File: src/rtl/ctrl_pkt_fifo_reader.sv
// ctrl_pkt_fifo_reader
// Read side of the controller-interactive packet FIFO (512x134, show-ahead).
// Counts complete packets from the write side's tail pulse, starts a packet
// only when one is whole and downstream is ready, streams it contiguously
// and then holds off for an inter-packet gap. Packets that do not begin with
// a head word are consumed and dropped.
// Optional feature macro: PKT_LEN_CHECK_EN -- truncates packets longer than
// MAX_PKT_WORDS (last kept word re-tagged as tail) and adds o_len_err.
// Word tags in [133:132]: 01 head, 11 middle, 10 tail.

module ctrl_pkt_fifo_reader #(
    parameter int IFG_CYCLES    = 2,
    parameter int MAX_PKT_WORDS = 128
) (
    input  logic         i_clk,
    input  logic         i_rst_n,
    input  logic         i_pkt_tail_wr,
    input  logic [133:0] iv_fifo_rdata,
    input  logic         i_fifo_empty,
    output logic         o_fifo_rd,
    input  logic         i_tx_ready,
    output logic [133:0] ov_data,
    output logic         o_data_wr,
    output logic [8:0]   ov_pending_pkts,
    output logic         o_fmt_err
`ifdef PKT_LEN_CHECK_EN
    ,
    output logic         o_len_err
`endif
);

    localparam logic [1:0] TAG_HEAD = 2'b01;
    localparam logic [1:0] TAG_TAIL = 2'b10;
    localparam logic [8:0] PEND_MAX = 9'd511;
    // GAP_S holds reads off for IFG_CYCLES+1 cycles, so the next head reaches
    // ov_data IFG_CYCLES+2 cycles after the previous tail did.
    localparam logic [7:0] GAP_LAST = 8'(IFG_CYCLES);

    // Reject parameter values the 8-bit counters cannot represent.
    if (IFG_CYCLES < 0 || IFG_CYCLES > 255 ||
        MAX_PKT_WORDS < 2 || MAX_PKT_WORDS > 256) begin : g_bad_params
        $error("ctrl_pkt_fifo_reader: IFG_CYCLES or MAX_PKT_WORDS out of range");
    end

    typedef enum logic [1:0] {
        IDLE_S,
        READ_S,
        DISCARD_S,
        GAP_S
    } state_t;

    state_t       r_state;
    state_t       w_state_nxt;
    logic [7:0]   r_gap_cnt;
    logic [7:0]   w_gap_cnt_nxt;
    logic [8:0]   r_pending;
    logic [133:0] r_data;
    logic         r_data_wr;
    logic         r_fmt_err;

    logic [1:0]   w_tag;
    logic         w_start;
    logic         w_tail_rd;
    logic         w_fwd;
    logic [133:0] w_fwd_data;
    logic         w_fmt_err;

`ifdef PKT_LEN_CHECK_EN
    localparam logic [7:0] LEN_LAST = 8'(MAX_PKT_WORDS - 1);
    logic [7:0]   r_word_cnt;
    logic [7:0]   w_word_cnt_nxt;
    logic         r_len_err;
    logic         w_len_err;
`endif

    assign w_tag   = iv_fifo_rdata[133:132];
    assign w_start = (r_pending != 9'd0) && i_tx_ready && !i_fifo_empty;

    assign o_fifo_rd = ((r_state == IDLE_S) && w_start) ||
                       (((r_state == READ_S) || (r_state == DISCARD_S)) && !i_fifo_empty);

    // A tail leaves the FIFO whenever a word tagged 10 is acknowledged,
    // whether it is forwarded or dropped.
    assign w_tail_rd = o_fifo_rd && (w_tag == TAG_TAIL);

    // Next-state and per-cycle forwarding decision.
    always_comb begin
        // NOTE: every signal driven here gets a default first, so no path
        // through the case leaves one unassigned and infers a latch.
        w_state_nxt   = r_state;
        w_gap_cnt_nxt = r_gap_cnt;
        w_fwd         = 1'b0;
        w_fwd_data    = iv_fifo_rdata;
        w_fmt_err     = 1'b0;
`ifdef PKT_LEN_CHECK_EN
        w_word_cnt_nxt = r_word_cnt;
        w_len_err      = 1'b0;
`endif
        case (r_state)
            IDLE_S: begin
                if (w_start) begin
                    if (w_tag == TAG_HEAD) begin
                        w_fwd       = 1'b1;
                        w_state_nxt = READ_S;
`ifdef PKT_LEN_CHECK_EN
                        w_word_cnt_nxt = 8'd1;
`endif
                    end else begin
                        // Malformed start: drop it; a lone tail closes the packet at once.
                        w_fmt_err   = 1'b1;
                        w_state_nxt = (w_tag == TAG_TAIL) ? IDLE_S : DISCARD_S;
                    end
                end
            end
            READ_S: begin
                // An empty FIFO mid-packet just produces an output bubble.
                if (!i_fifo_empty) begin
                    w_fwd = 1'b1;
`ifdef PKT_LEN_CHECK_EN
                    w_word_cnt_nxt = 8'(r_word_cnt + 8'd1);
`endif
                    if (w_tag == TAG_TAIL) begin
                        w_gap_cnt_nxt = 8'd0;
                        w_state_nxt   = (IFG_CYCLES > 0) ? GAP_S : IDLE_S;
                    end
`ifdef PKT_LEN_CHECK_EN
                    else if (r_word_cnt == LEN_LAST) begin
                        // Over-long packet: close it here, drop the rest.
                        w_fwd_data[133:132] = TAG_TAIL;
                        w_len_err           = 1'b1;
                        w_state_nxt         = DISCARD_S;
                    end
`endif
                end
            end
            DISCARD_S: begin
                if (!i_fifo_empty && (w_tag == TAG_TAIL)) begin
                    w_state_nxt = IDLE_S;
                end
            end
            GAP_S: begin
                if (r_gap_cnt == GAP_LAST) begin
                    w_state_nxt = IDLE_S;
                end else begin
                    w_gap_cnt_nxt = r_gap_cnt + 8'd1;
                end
            end
            default: begin
                w_state_nxt = IDLE_S;
            end
        endcase
    end

    // State register and gap/word counters.
    always_ff @(posedge i_clk or negedge i_rst_n) begin
        // NOTE: sequential state uses non-blocking assignments so every
        // register samples the pre-edge values, independent of block order.
        if (!i_rst_n) begin
            r_state   <= IDLE_S;
            r_gap_cnt <= 8'd0;
`ifdef PKT_LEN_CHECK_EN
            r_word_cnt <= 8'd0;
`endif
        end else begin
            r_state   <= w_state_nxt;
            r_gap_cnt <= w_gap_cnt_nxt;
`ifdef PKT_LEN_CHECK_EN
            r_word_cnt <= w_word_cnt_nxt;
`endif
        end
    end

    // Complete-packet counter: saturating up on tail written, down on tail read.
    always_ff @(posedge i_clk or negedge i_rst_n) begin
        if (!i_rst_n) begin
            r_pending <= 9'd0;
        end else if (i_pkt_tail_wr && !w_tail_rd) begin
            if (r_pending != PEND_MAX) begin
                r_pending <= r_pending + 9'd1;
            end
        end else if (w_tail_rd && !i_pkt_tail_wr) begin
            if (r_pending != 9'd0) begin
                r_pending <= r_pending - 9'd1;
            end
        end
    end

    // Registered output stage: one cycle after the FIFO read, zero when idle.
    always_ff @(posedge i_clk or negedge i_rst_n) begin
        if (!i_rst_n) begin
            r_data    <= '0;
            r_data_wr <= 1'b0;
            r_fmt_err <= 1'b0;
`ifdef PKT_LEN_CHECK_EN
            r_len_err <= 1'b0;
`endif
        end else begin
            r_data    <= w_fwd ? w_fwd_data : '0;
            r_data_wr <= w_fwd;
            r_fmt_err <= w_fmt_err;
`ifdef PKT_LEN_CHECK_EN
            r_len_err <= w_len_err;
`endif
        end
    end

    assign ov_data         = r_data;
    assign o_data_wr       = r_data_wr;
    assign ov_pending_pkts = r_pending;
    assign o_fmt_err       = r_fmt_err;
`ifdef PKT_LEN_CHECK_EN
    assign o_len_err       = r_len_err;
`endif

endmodule
File: config.mk
export PLATFORM = sky130hd
export DESIGN_NAME = ctrl_pkt_fifo_reader
export DESIGN_NICKNAME = d
export VERILOG_FILES = /design/src/rtl/ctrl_pkt_fifo_reader.sv
export SDC_FILE = /design/constraint.sdc
export NUM_CORES = 1
export LEC_CHECK = 0
export BUFFER_PORTS_ARGS = -buffer_cell sky130_fd_sc_hd__buf_2
export CAP_MARGIN = 0
export CORE_MARGIN = 10
export CORE_UTILIZATION = 46
export DETAILED_ROUTE_END_ITERATION = 8
export PLACE_DENSITY = 0.8
export SYNTH_ARGS = -nofsm -noshare
export SYNTH_HDL_FRONTEND = slang
export SYNTH_SLANG_ARGS = --single-unit
File: constraint.sdc
create_clock -name i_clk -period 2.95 [get_ports i_clk]
set_clock_uncertainty 0.05 [all_clocks]
set_input_delay 0.4425 -clock i_clk [delete_from_list [all_inputs] [get_ports i_clk]]
set_output_delay 0.4425 -clock i_clk [all_outputs]
set_load 0.02 [all_outputs]
# Yosys cells after proc, flatten, opt, wreduce, memory -nomap -nowiden
# Cells that the tools add are included.
# word_totals
output_inout_bits	146
ff_bits	155
# op_classes
addsub	3
n_reduce_logical	21
muxes	24
n_eq_ne	14
# op_table
operator	count
$mux W134	1
$mux W9	4
$mux W8	3
$pmux W8 S2	1
$mux W2	7
$add A9 B1 Y9 const B	1
$ne A9 B9 Y1 const B	1
$reduce_bool A9 Y1	1
$sub A9 B1 Y9 const B	1
$add A8 B1 Y8 const B	1
$eq A8 B2 Y1 const B	1
$logic_and A1 B1 Y1	8
$ne A2 B2 Y1 const B	4
$pmux W2 S4	1
$eq A2 B2 Y1 const B	3
$mux W1	6
$ne A2 B1 Y1 const B	3
$reduce_bool A2 Y1	3
$reduce_and A5 Y1	1
$eq A2 B1 Y1 const B	2
$reduce_and A4 Y1	1
$logic_not A1 Y1	3
$reduce_and A3 Y1	1
$logic_not A2 Y1	1
other kinds (2)	3

# Logic depth before layout (Yosys ltp)
# Gate-level depths: netlist (run 1).
# logic_depth
depth_word	10
depth_mapped	12
ltp_nobuf	12

# Least setup slack after synthesis (run 1)
# No wires, ideal clock.
# synth_timing
path_kind	input -> register
start	input iv_fifo_rdata[132]
end	register r_pending[6], in the netlist ov_pending_pkts[6]
stages	12
setup_time_ps	125
path_buffers	0
t_arrival_ps	2539
setup_slack_ps	236
required_time_ps	2775
cell_sequence	inv_1 ha_1 or2b_4 nor2_1 a21o_1 inv_1 fa_1 nor2b_1 o31a_1 o31a_1 a21oi_1 mux2_2
# synth_between
elab_chain_cells	6
word_cells_on_any_way	10
classes_between	2 x eq/ne; 1 x mux; 7 x reduce/logical
# synth_lines
element	line	source
start: declaration	18	input logic [133:0] iv_fifo_rdata,
$eq A2 B2 Y1 (*)	84	assign w_tail_rd = o_fifo_rd && (w_tag == TAG_TAIL);
$logic_and A1 B1 Y1 (*)	84	
$logic_not A1 Y1	177	end else if (i_pkt_tail_wr && !w_tail_rd) begin
$logic_and A1 B1 Y1	177	
$ne A2 B1 Y1 (no source line) or $reduce_bool A2 Y1 (tied branches)	-	
$reduce_and A3 Y1 (no source line)	-	
end signal: assignment	179	r_pending <= r_pending + 9'd1;
end signal: assignment	183	r_pending <= r_pending - 9'd1;
end: declaration	56	logic [8:0] r_pending;
# Mark *: on every way between the ends. The rest lies on a longest branch, timed or not.
# A chain may end at the register's enable or synchronous reset.

# Final worst setup path (run 1)
# layout_timing
start	register r_state[0]
end	register r_pending[6], in the netlist ov_pending_pkts[6]
# layout_between
elab_chain_cells	9
word_cells_on_any_way	16
classes_between	3 x eq/ne; 1 x mux; 12 x reduce/logical
# layout_lines
element	line	source
start: declaration	52	state_t r_state;
start signal: assignment	165	r_state <= w_state_nxt;
$eq A2 B1 Y1 or $eq A2 B2 Y1 (tied branches)	80	(((r_state == READ_S) || (r_state == DISCARD_S)) && !i_fifo_empty);
$logic_or A1 B1 Y1	80	
$logic_and A1 B1 Y1	80	
$logic_or A1 B1 Y1 (*)	79	assign o_fifo_rd = ((r_state == IDLE_S) && w_start) ||
$logic_and A1 B1 Y1 (*)	84	
$logic_not A1 Y1	177	
$logic_and A1 B1 Y1	177	
$ne A2 B1 Y1 (no source line) or $reduce_bool A2 Y1 (tied branches)	-	
$reduce_and A3 Y1 (no source line)	-	
# Marked as above.

==> results by group, run 1 <==
Run status
  • Status: complete, but fails checks
  • Failing checks: hold timing

Detailed routing
  • DRT Wirelength: 17,800 µm
  • DR WL/cell: 19.0 µm
  • DR vias: 4,476
  • Routed Antenna Nets: 0
  • Vias per cell: 4.77
  • Drt first pass iters: 4
  • Initial drt markers: 171
  • Residual DRC count: 0

Setup path
  • CP top delay family: compound AO/OA/AOI/OAI gates
  • Largest stage delay on the critical path: 0.44 ns
  • Most frequent cell on the critical path: inv_1
  • Critical Path Sink Type: flop
  • WS Path Type: reg2reg
  • Arrival time at the worst endpoint: 3.08 ns
  • Cell Chain, Critical Path: inv_1 -> ha_1 -> inv_1 -> o31ai_4 -> a21o_4 -> inv_1 -> fa_1 -> nor2b_1 -> o31a_1 -> o31a_1 -> a21oi_1 -> mux2_2
  • Launching point of the worst reg2reg path: r_state[0]
  • Worst-case reg-to-reg path depth: 12
  • Setup crit start: r_state[0]
  • Reg2Reg Setup Slack: 0.10 ns
  • Startpoint Class: flop
  • Crit-path slowest cell: dfrtp_1
  • CP required: 3.19 ns
  • Crit path depth: 12
  • Crit path max fanout: 6
  • Buffers and inverters on the worst path: 3

Hold path
  • Hold/Removal Path Class: in2async

CTS
  • Num CTS Buffers: 17
  • Deepest clock path buffer count: 2
  • Clk pin slew, worst setup/hold paths: 0.06 ns
  • Root buf cell: clkbuf_16
  • CTS Sinks: 155
  • CTS tree: done
  • Worst-Skew Late Latency: 0.41 ns
  • H-tree lvl count: 4

GRT
  • GRT Util Overall: 19.7%
  • Vias in the first global route: 4,890
  • Grt ovf: 0
  • Largest net degree at the start of global routing: 77
  • Initial antenna violation count: 4
  • First-pass GRT wire length: 26,700 µm

Timing
  • Setup Total Neg Slack: 0 ns
  • Final max-slew violation count: 0
  • Hold slack: -0.0102 ns
  • Max frequency: 351 MHz
  • Final cycle utilization of the critical path: 96.5%
  • Final min period: 2.85 ns
  • Setup WS post-layout: 0.104 ns
  • Worst-Margin Slew: 0.656 ns
  • Max_slew headroom: 56.3%
  • Hold Fails Final Rpt: 11
  • Endpoints failing setup: 0

Floorplan
  • Initial core utilization: 46.6%
  • CORE AREA: 12,600 µm²
  • Die width: 133 µm
  • # IOs: 285
  • Die Ht: 133 µm
  • Die area: 17,600 µm²
  • Num rows: 41

Placed design
  • Hpwl dp: 13,900 µm
  • Cells after DPL: 903
  • Gpl congestion: 0.840
  • Placed Area: 7540 µm²
  • Pre-CTS setup slack: -0.113 ns
  • Port Buf Inserts: 284

Logic synthesis
  • Synth cell types: 51
  • Total number of yosys warnings: 0
  • Cell count after synthesis: 454
  • Async SR Flop Fraction: 100%
  • Simple-Gate Fraction of Synth Area: 19.3%
  • Mapped Nets: 609
  • Main combinational cell family by area after synthesis: simple AND/OR/NAND/NOR gates
  • EDFF count, synth: 0
  • Ys flop type: dfrtp_1
  • Mux cell area share after synthesis: 2.29%
  • Avg Inst Size Synth: 12.9 µm²
  • Synth Area in XOR/XNOR: 1.64%
  • Adder-Cell Fraction of Synth Area: 3.55%
  • Yosys reg bits: 155
  • Post-synthesis instance area: 5860 µm²
  • Post-synthesis compound-gate area fraction: 4.81%
  • Seq/Total Area, Yosys: 66.2%

Run
  • Max-cap violations: 0

Finish
  • Fillers: 956
  • Final instance area: 8200 µm²
  • Layout cells sized above 1: 45.1%
  • Area of the multi-input gates: 1900 µm²
  • End-of-flow core utilization: 65.2%
  • Area grow syn2layout: 40.0%
  • Finished Layout Cells: 938
  • Nets: 908
  • FF/Latch Area: 3880 µm²

Power and ir drop
  • Peak VDD IR: 0.499 mV
  • PwrDens: 848 nW/µm²
  • Pwr Total: 6.95 mW
  • LEAKAGE: 4.49 nW
layer usage:
metal  vias up  GRT usage, %  share of wire [%]
li1       2065             -                  -
met3        27          9.31                9.0
met1      2196          18.7                 34
met2       184          36.1                 55
met5         -             0               0.12
met4         4          6.54                1.7
layout by cell type, fill, tap and decap left out, types with 2 or more instances in the layout:
cell and count:
nor2_1 16, dfrtp_1 155, o21a_1 4, a31oi_1 2, a21oi_1 6, mux2_2 7
clkinvlp_4 2, bufinv_16 3, nor3_1 4, o31a_1 2, buf_4 12, nand2_1 7
nor2b_1 134, and3_1 4, o21ai_0 6, mux2i_1 4, clkbuf_16 17, a211oi_1 3
clkbuf_8 2, buf_2 283, a22oi_1 2, ha_1 15, buf_12 2, nand3_1 8
inv_6 2, clkbuf_1 3, xor2_1 2, nand4_1 2, xnor2_1 9, inv_1 13
synth_stat cells, types with 6 or more instances:
master | instances | area share, %
a21oi_1 | 6 | 0.51
clkbuf_1 | 14 | 0.90
dfrtp_1 | 155 | 66
ha_1 | 15 | 3.2
inv_1 | 13 | 0.83
mux2_2 | 7 | 1.3
nand2_1 | 7 | 0.45
nand3_1 | 9 | 0.77
nor2_1 | 16 | 1.0
nor2b_1 | 134 | 14
o21ai_0 | 6 | 0.51
xnor2_1 | 9 | 1.3
where the power goes:
group          total (mW)  internal (mW)  leakage, nW  switching [mW]
clock network        2.20           1.38        0.287           0.826
logic                2.11          0.849         2.10            1.26
registers            2.64           2.45         2.10           0.198
flip-flops by register name (all words and copies together), names as in the netlist:
| signal | flops |
|---|---|
| o_data_wr | 1 |
| r_gap_cnt | 8 |
| ov_pending_pkts | 9 |
| o_fmt_err | 1 |
| r_state | 2 |
| ov_data | 134 |
final timing paths:
path | endpoint
hold reg to reg | r_gap_cnt[2]
max in group asynchronous | ov_data[6]
min in group i_clk | ov_data[29]
hold / removal | ov_data[107]
setup / recovery | ov_pending_pkts[6]
setup reg to reg | ov_pending_pkts[6]
cells by family after synthesis:
| group | after synthesis |
|---|---|
| and+or+nand+nor | 189 |
| DFF | 155 |
| AOI/OAI and AO/OA | 40 |
| buffers and inverters | 31 |
| adders and majority gates | 16 |
| muxes | 12 |
| xor gates and xnor gates | 11 |
what timing repair did:
action	in CTS	in global routing
gates resized for setup	2	4
setup buffers	0	3
hold buffers	0	0
endpoints found under the setup margin	2	3
pin swaps	0	2
gates cloned	0	0
area by class of cell:
type                       instances  share of cell area, %
sequential                       155                   47.3
multi-input combinational        268                   23.1
timing repair buffer             298                   19.0
clock buffer                      22                   5.66
tap                              172                   2.62
clock inverter                     9                   1.66
inverter                          13                  0.595
antenna                            1                 0.0305
worst reg2reg max path, delay by kind of cell (launching register included):
kind	cells	cell delay [ns]
AOI/OAI and AO/OA	5	0.85
adders and majority gates	2	0.67
DFF	1	0.44
muxes	1	0.27
buffers and inverters	3	0.25
and+or+nand+nor	1	0.18
No activity file was read; power rests on OpenSTA's default activity.
==> run 2: changes to the inputs <==
==> constraint.sdc (replaced) <==
create_clock -name i_clk -period 2.95 [get_ports i_clk]
set_clock_uncertainty 0.05 [all_clocks]
set_input_delay 0.1475 -clock i_clk [delete_from_list [all_inputs] [get_ports i_clk]]
set_output_delay 0.1475 -clock i_clk [all_outputs]
set_load 0.02 [all_outputs]
==> run 2 against run 1 <==
Effect of this change: the flow now finishes without violations; global-route usage up 5.9 points; clock power about the same; largest cell class unchanged; largest power group unchanged; final cell count up 14%; critical path type is now in2reg.
==> results by group, run 2 (synthesis results as in run 1) <==
Run status
  • Status: finished, final reports clean

Finish
  • Area of the multi-input gates: 1890 µm² (-0.20%)
  • FF/Latch Area: 3880 µm² (unchanged)
  • Max reg flops: 134 (unchanged)
  • Layout cells sized above 1: 38.7% (-6.4 points)
  • Area grow syn2layout: 62.7%
  • Commonest non-fill, non-tap cell in the layout: buf_2
  • Commonest cells after routing, fill and taps aside: buf_2 (283), dfrtp_1 (155), dlygate4sd3_1 (135)
  • Nets: 1,040 (+15%)
  • Fillers: 774 (-19%)

Setup path
  • Critical Path Sink Type: flop
  • WS Path Type: in2reg
  • Buffers and inverters on the worst path: 4 (+1)
  • CP required: 3.20 ns (about the same)
  • Crit path max fanout: 7 (+1)
  • Startpoint Class: primary input
  • Cell Chain, Critical Path: dlygate4sd3_1 -> buf_2 -> inv_1 -> ha_2 -> or2b_4 -> nor2_2 -> a21o_2 -> buf_4 -> ha_1 -> or3_1 -> a31oi_1 -> xnor2_1 -> mux2_2
  • Arrival time at the worst endpoint: 3.08 ns (about the same)
  • CP top delay family: buffers and inverters
  • Crit-path slowest cell: dlygate4sd3_1
  • Largest stage delay on the critical path: 0.53 ns (+0.09 ns)

Floorplan
  • Die Ht: 133 µm (unchanged)
  • Initial core utilization: 46.6% (unchanged)
  • Die width: 133 µm (unchanged)
  • Num rows: 41 (unchanged)
  • # IOs: 285 (unchanged)
  • Die area: 17,600 µm² (unchanged)
  • CORE AREA: 12,600 µm² (unchanged)

Detailed routing
  • Vias per cell: 4.93 (+3.2%)
  • DRT Wirelength: 23,000 µm (+29%)
  • DR WL/cell: 21.4 µm (+13%)
  • Routed Antenna Nets: 0 (unchanged)
  • Residual DRC count: 0 (unchanged)
  • Initial drt markers: 316 (+85%)
  • DR vias: 5,291 (+18%)
  • Drt first pass iters: 6 (+2)

Timing
  • Setup Total Neg Slack: 0 ns (unchanged)
  • Final min period: 2.83 ns (-0.0165 ns)
  • Final max-slew violation count: 0 (unchanged)
  • Max frequency: 353 MHz (+0.58%)
  • Final cycle utilization of the critical path: 95.9% (-0.56 points)
  • Worst-Margin Slew: 0.618 ns (-0.0373 ns)
  • Hold Fails Final Rpt: 0 (-11)
  • RSZ-0062 raised after global routing: yes
  • Setup WS post-layout: 0.121 ns (+0.0165 ns)
  • Max_slew headroom: 58.7% (+2.4 points)
  • Endpoints failing setup: 0 (unchanged)

GRT
  • GRT Util Overall: 25.5% (+5.9 points)
  • First-pass GRT wire length: 34,400 µm (+29%)
  • GRT met1 Usage: 24.1% (+5.4 points)
  • Initial antenna violation count: 6 (+2)
  • GRT busiest layer: met2
  • Global-route met2 utilization: 46.0% (+9.9 points)
  • Vias in the first global route: 6,042 (+24%)
  • Grt ovf: 0 (unchanged)
  • Met3 Use GR: 9.27% (-0.038 points)
  • Largest net degree at the start of global routing: 82 (+6.5%)

CTS
  • CTS tree: done
  • Clk pin slew, worst setup/hold paths: 0.06 ns (about the same)
  • CTS Sinks: 155 (unchanged)
  • Deepest clock path buffer count: 2 (unchanged)
  • Root buf cell: clkbuf_16
  • H-tree lvl count: 4 (unchanged)
  • Worst-Skew Late Latency: 0.42 ns (about the same)
  • Num CTS Buffers: 17 (unchanged)

Placed design
  • Port Buf Inserts: 284 (unchanged)
  • Pre-CTS setup slack: -0.0713 ns (+0.0413 ns)
  • Gpl congestion: 0.835 (-0.61%)
  • Hpwl dp: 13,800 µm (-0.56%)

Power and ir drop
  • LEAKAGE: 5.05 nW (+12%)
  • PwrDens: 755 nW/µm² (-11%)
  • Peak VDD IR: 0.435 mV (-13%)

Hold path
  • Hold/Removal Path Class: in2reg

Run
  • Max-cap violations: 0 (unchanged)
## run 2: cell types whose count changed in the layout (fill, tap and decap cells not counted), moves of 2 or more
cell | previous run | this run
diode_2 | 1 | 5
dlygate4sd3_1 | 0 | 135
buf_4 | 12 | 8
clkinv_2 | 1 | 3
## run 2: per-stage QoR
step	total power, mW	utilization (%)	instances	hold slack, ns	instance area [µm²]
final	7.19	75.8	1074	0.129	9530
after global routing	7.52	75.8	1074	0.146	9530
after CTS	7.05	75.3	1065	0.110	9460
after detailed placement	4.72	59.7	897	0.0845	7510
after global placement	4.63	59.7	897	0.0781	7510
after floorplan	3.99	-	454	-0.198	5860
## run 2: area by class of cell
| class | instances | area share, % |
|---|---|---|
| Tap cell | 172 | 2.26 |
| Multi-Input combinational cell | 268 | 19.8 |
| Inverter | 13 | 0.512 |
| Antenna cell | 5 | 0.131 |
| Clock inverter | 9 | 1.17 |
| Sequential cell | 155 | 40.7 |
| Timing Repair Buffer | 430 | 30.4 |
| Clock buffer | 22 | 4.98 |
## run 2: final timing paths
path                                    startpoint                  to  slack, ns  cells past startpoint
max in group asynchronous                  i_rst_n         ov_data[25]       1.85                      3
worst max register to register  ov_pending_pkts[3]  ov_pending_pkts[7]       0.12                      9
worst min-delay path                    i_tx_ready           o_fmt_err       0.13                      4
min in group asynchronous                  i_rst_n        ov_data[114]       0.20                      2
worst min register to register        r_gap_cnt[2]        r_gap_cnt[2]       0.51                      1
worst max-delay path            iv_fifo_rdata[132]  ov_pending_pkts[7]       0.12                     13
## run 2: power breakdown
part	internal [mW]	switching [mW]
sequential	2.45	0.239
clock	1.32	0.880
combinational	0.976	1.34
## run 2: metal layers
metal  share of wire (%)  wire length [µm]
met5               0.057                13
met4                 4.5              1040
met3                 7.8              1800
met2                  55             12600
met1                  33              7510
## run 2: worst register-to-register path: cells and delay by family, from the launching register on
| kind | cells | cell delay, ns |
|---|---|---|
| DFF | 1 | 0.43 |
| xor gates and xnor gates | 1 | 0.08 |
| AOI/OAI and AO/OA | 2 | 0.48 |
| muxes | 1 | 0.26 |
| adders and majority gates | 1 | 0.32 |
| and+or+nand+nor | 3 | 0.92 |
| buffers and inverters | 1 | 0.16 |
## run 2: what timing repair did
| item | in CTS | in global routing |
|---|---|---|
| pin swaps | 0 | 3 |
| endpoints found under the hold margin | 186 | 0 |
| gates resized for setup | 1 | 7 |
| setup buffers | 2 | 4 |
| endpoints found under the setup margin | 3 | 5 |
| hold buffers | 135 | 0 |
==> run 3: changes to the inputs <==
BUFFER_PORTS_ARGS = -buffer_cell sky130_fd_sc_hd__buf_4   (was -buffer_cell sky130_fd_sc_hd__buf_2)
REMOVE_ABC_BUFFERS = 1   (was not set)
==> run 3 against run 2 <==
Effect of this change: cell area is 6.7% higher; count of clock-buffer cells in the layout is 3 lower; die area stayed put; critical path type is now reg2reg; non-clock buffer count is 2 lower; flip-flop and latch count stayed put; setup slack worse by 0.020 ns; power is 1.6% higher; worst hold slack better by 0.012 ns.
==> results by group, run 3 (synthesis results as in run 1) <==
Power and ir drop
  • Peak VDD IR: 0.372 mV (-15%)
  • PwrDens: 719 nW/µm² (-4.8%)
  • LEAKAGE: 5.14 nW (+1.9%)

Hold path
  • Hold/Removal Path Class: in2reg

Detailed routing
  • DRT Wirelength: 24,300 µm (+5.8%)
  • Residual DRC count: 0 (unchanged)
  • Initial drt markers: 494 (+56%)
  • Vias per cell: 5.05 (+2.5%)
  • Routed Antenna Nets: 0 (unchanged)
  • DR WL/cell: 22.7 µm (+6.0%)
  • Drt first pass iters: 4 (-2)
  • DR vias: 5,414 (+2.3%)

Timing
  • Final min period: 2.85 ns (+0.0201 ns)
  • Hold Fails Final Rpt: 0 (unchanged)
  • Max frequency: 351 MHz (-0.70%)
  • Max_slew headroom: 51.0% (-7.7 points)
  • Worst-Margin Slew: 0.736 ns (+0.117 ns)
  • Final max-slew violation count: 0 (unchanged)
  • Final cycle utilization of the critical path: 96.6% (+0.68 points)
  • Hold slack: 0.141 ns (+0.0120 ns)
  • Endpoints failing setup: 0 (unchanged)
  • Setup Total Neg Slack: 0 ns (unchanged)

Finish
  • Final instance area: 10,200 µm² (+6.7%)
  • Layout cells sized above 1: 38.4% (-0.25 points)
  • End-of-flow core utilization: 80.9% (+5.1 points)
  • Max reg flops: 134 (unchanged)
  • Area grow syn2layout: 73.6%
  • Nets: 1,038 (-0.19%)
  • Commonest cells after routing, fill and taps aside: buf_4 (290), dfrtp_1 (155), dlygate4sd3_1 (135)
  • Commonest non-fill, non-tap cell in the layout: buf_4

Placed design
  • Placed Area: 8190 µm² (+9.1%)
  • Port Buf Inserts: 284 (unchanged)
  • Gpl congestion: 0.895 (+7.2%)
  • Hpwl dp: 14,400 µm (+4.5%)

Floorplan
  • # IOs: 285 (unchanged)
  • Die Ht: 133 µm (unchanged)
  • CORE AREA: 12,600 µm² (unchanged)
  • Num rows: 41 (unchanged)
  • Die width: 133 µm (unchanged)
  • Initial core utilization: 46.6% (unchanged)
  • Die area: 17,600 µm² (unchanged)

Setup path
  • Worst-case reg-to-reg path depth: 9 (unchanged)
  • WS Path Type: reg2reg
  • Cell Chain, Critical Path: nor4_2 -> nand3_1 -> a21o_2 -> buf_12 -> ha_1 -> or3_1 -> a31oi_1 -> xnor2_1 -> mux2_2
  • CP required: 3.20 ns (about the same)
  • Reg2Reg Setup Slack: 0.10 ns (-0.02 ns)
  • Startpoint Class: flop
  • Launching point of the worst reg2reg path: ov_pending_pkts[3]
  • Worst r2r dst: ov_pending_pkts[7]
  • Arrival time at the worst endpoint: 3.10 ns (+0.02 ns)
  • Crit-path slowest cell: dfrtp_1
  • Critical Path Sink Type: flop
  • Largest stage delay on the critical path: 0.45 ns (-0.08 ns)
  • Setup crit start: ov_pending_pkts[3]
  • Crit path max fanout: 5 (-2)
  • Worst Setup EP: ov_pending_pkts[7]

GRT
  • GRT Util Overall: 27.2% (+1.7 points)
  • Largest net degree at the start of global routing: 87 (+6.1%)
  • Initial antenna violation count: 5 (-1)
  • First-pass GRT wire length: 36,500 µm (+6.0%)
  • Grt ovf: 0 (unchanged)
  • Vias in the first global route: 6,029 (-0.22%)

CTS
  • H-tree lvl count: 4 (unchanged)
  • Clk pin slew, worst setup/hold paths: 0.06 ns (about the same)
  • Num CTS Buffers: 17 (unchanged)
  • Root buf cell: clkbuf_16
  • CTS Sinks: 155 (unchanged)
  • Deepest clock path buffer count: 2 (unchanged)
  • CTS tree: done
  • Worst-Skew Late Latency: 0.42 ns (about the same)

Run
  • Max-cap violations: 0 (unchanged)

Run status
  • Status: finished, final reports clean
## run 3: cell count changes in the layout (fill, tap and decap cells not counted), sizes merged
cell,change
clkbuf,-3
buf,-2
clkinv,+4
clkinvlp,+1
inv,-1
bufinv,-1
## run 3: worst min-delay path by stage
stage                      start           end  slack, ns  cells after the start
floorplan                i_rst_n     o_data_wr      -0.20                      0
finish              i_fifo_empty  r_gap_cnt[2]       0.14                      4
global route          i_tx_ready     o_fmt_err       0.16                      4
detailed placement       i_rst_n   ov_data[10]       0.19                      1
CTS                 i_fifo_empty  r_gap_cnt[2]       0.11                      4
global placement         i_rst_n  ov_data[119]       0.19                      1
## run 3: where the power goes
part | switching (mW) | internal, mW | total, mW | leakage [nW]
sequential | 0.262 | 2.45 | 2.71 | 2.10
combinational | 1.36 | 1.17 | 2.52 | 2.76
clock | 0.879 | 1.19 | 2.07 | 0.275
## run 3: area by class of cell
class,instances,area [µm²]
fill,641,2400
clock buffer,19,453
tap,172,215
antenna,5,12.5
sequential,155,3880
clock inverter,12,97.6
timing repair buffer,428,3580
multi-input combinational,268,1880
inverter,13,48.8
## run 3: per-stage QoR
stage          cells  setup slack [ns]  power [mW]
2_1_floorplan    436             -1.11        3.99
3_3_place_gp     897             0.123        4.84
3_5_place_dp     897          -0.00292        4.94
4_1_cts         1063            0.0551        7.13
5_1_grt         1071           -0.0333        7.64
6_report        1072             0.101        7.31
## run 3: critical path: cells and delay by family, from the launching register on
kind                     cells  cell delay, ns
AO/OA/AOI/OAI                2            0.48
flip-flops                   1            0.45
adder cells (fa/ha/maj)      1            0.31
buffers and inverters        1            0.14
multiplexers                 1            0.26
XOR/XNOR                     1            0.09
AND/OR/NAND/NOR              3            0.94
## run 3: per-layer routing
metal | up-vias | global-route usage [%] | share of wire, % | wire length (µm)
met5 | - | 0 | 0 | 0
met4 | 0 | 13.6 | 4.6 | 1130
met3 | 75 | 8.97 | 8.0 | 1940
met2 | 304 | 47.7 | 53 | 12800
met1 | 2697 | 28.6 | 35 | 8440
li1 | 2338 | - | - | -
## run 3: repair_timing
action / in CTS / in global routing
endpoints found under the setup margin: 1 / 5
endpoints found under the hold margin: 215 / 0
gates resized for setup: 1 / 5
setup buffers: 0 / 4
cloned: 0 / 0
hold buffers: 135 / 0
pin swaps: 0 / 3
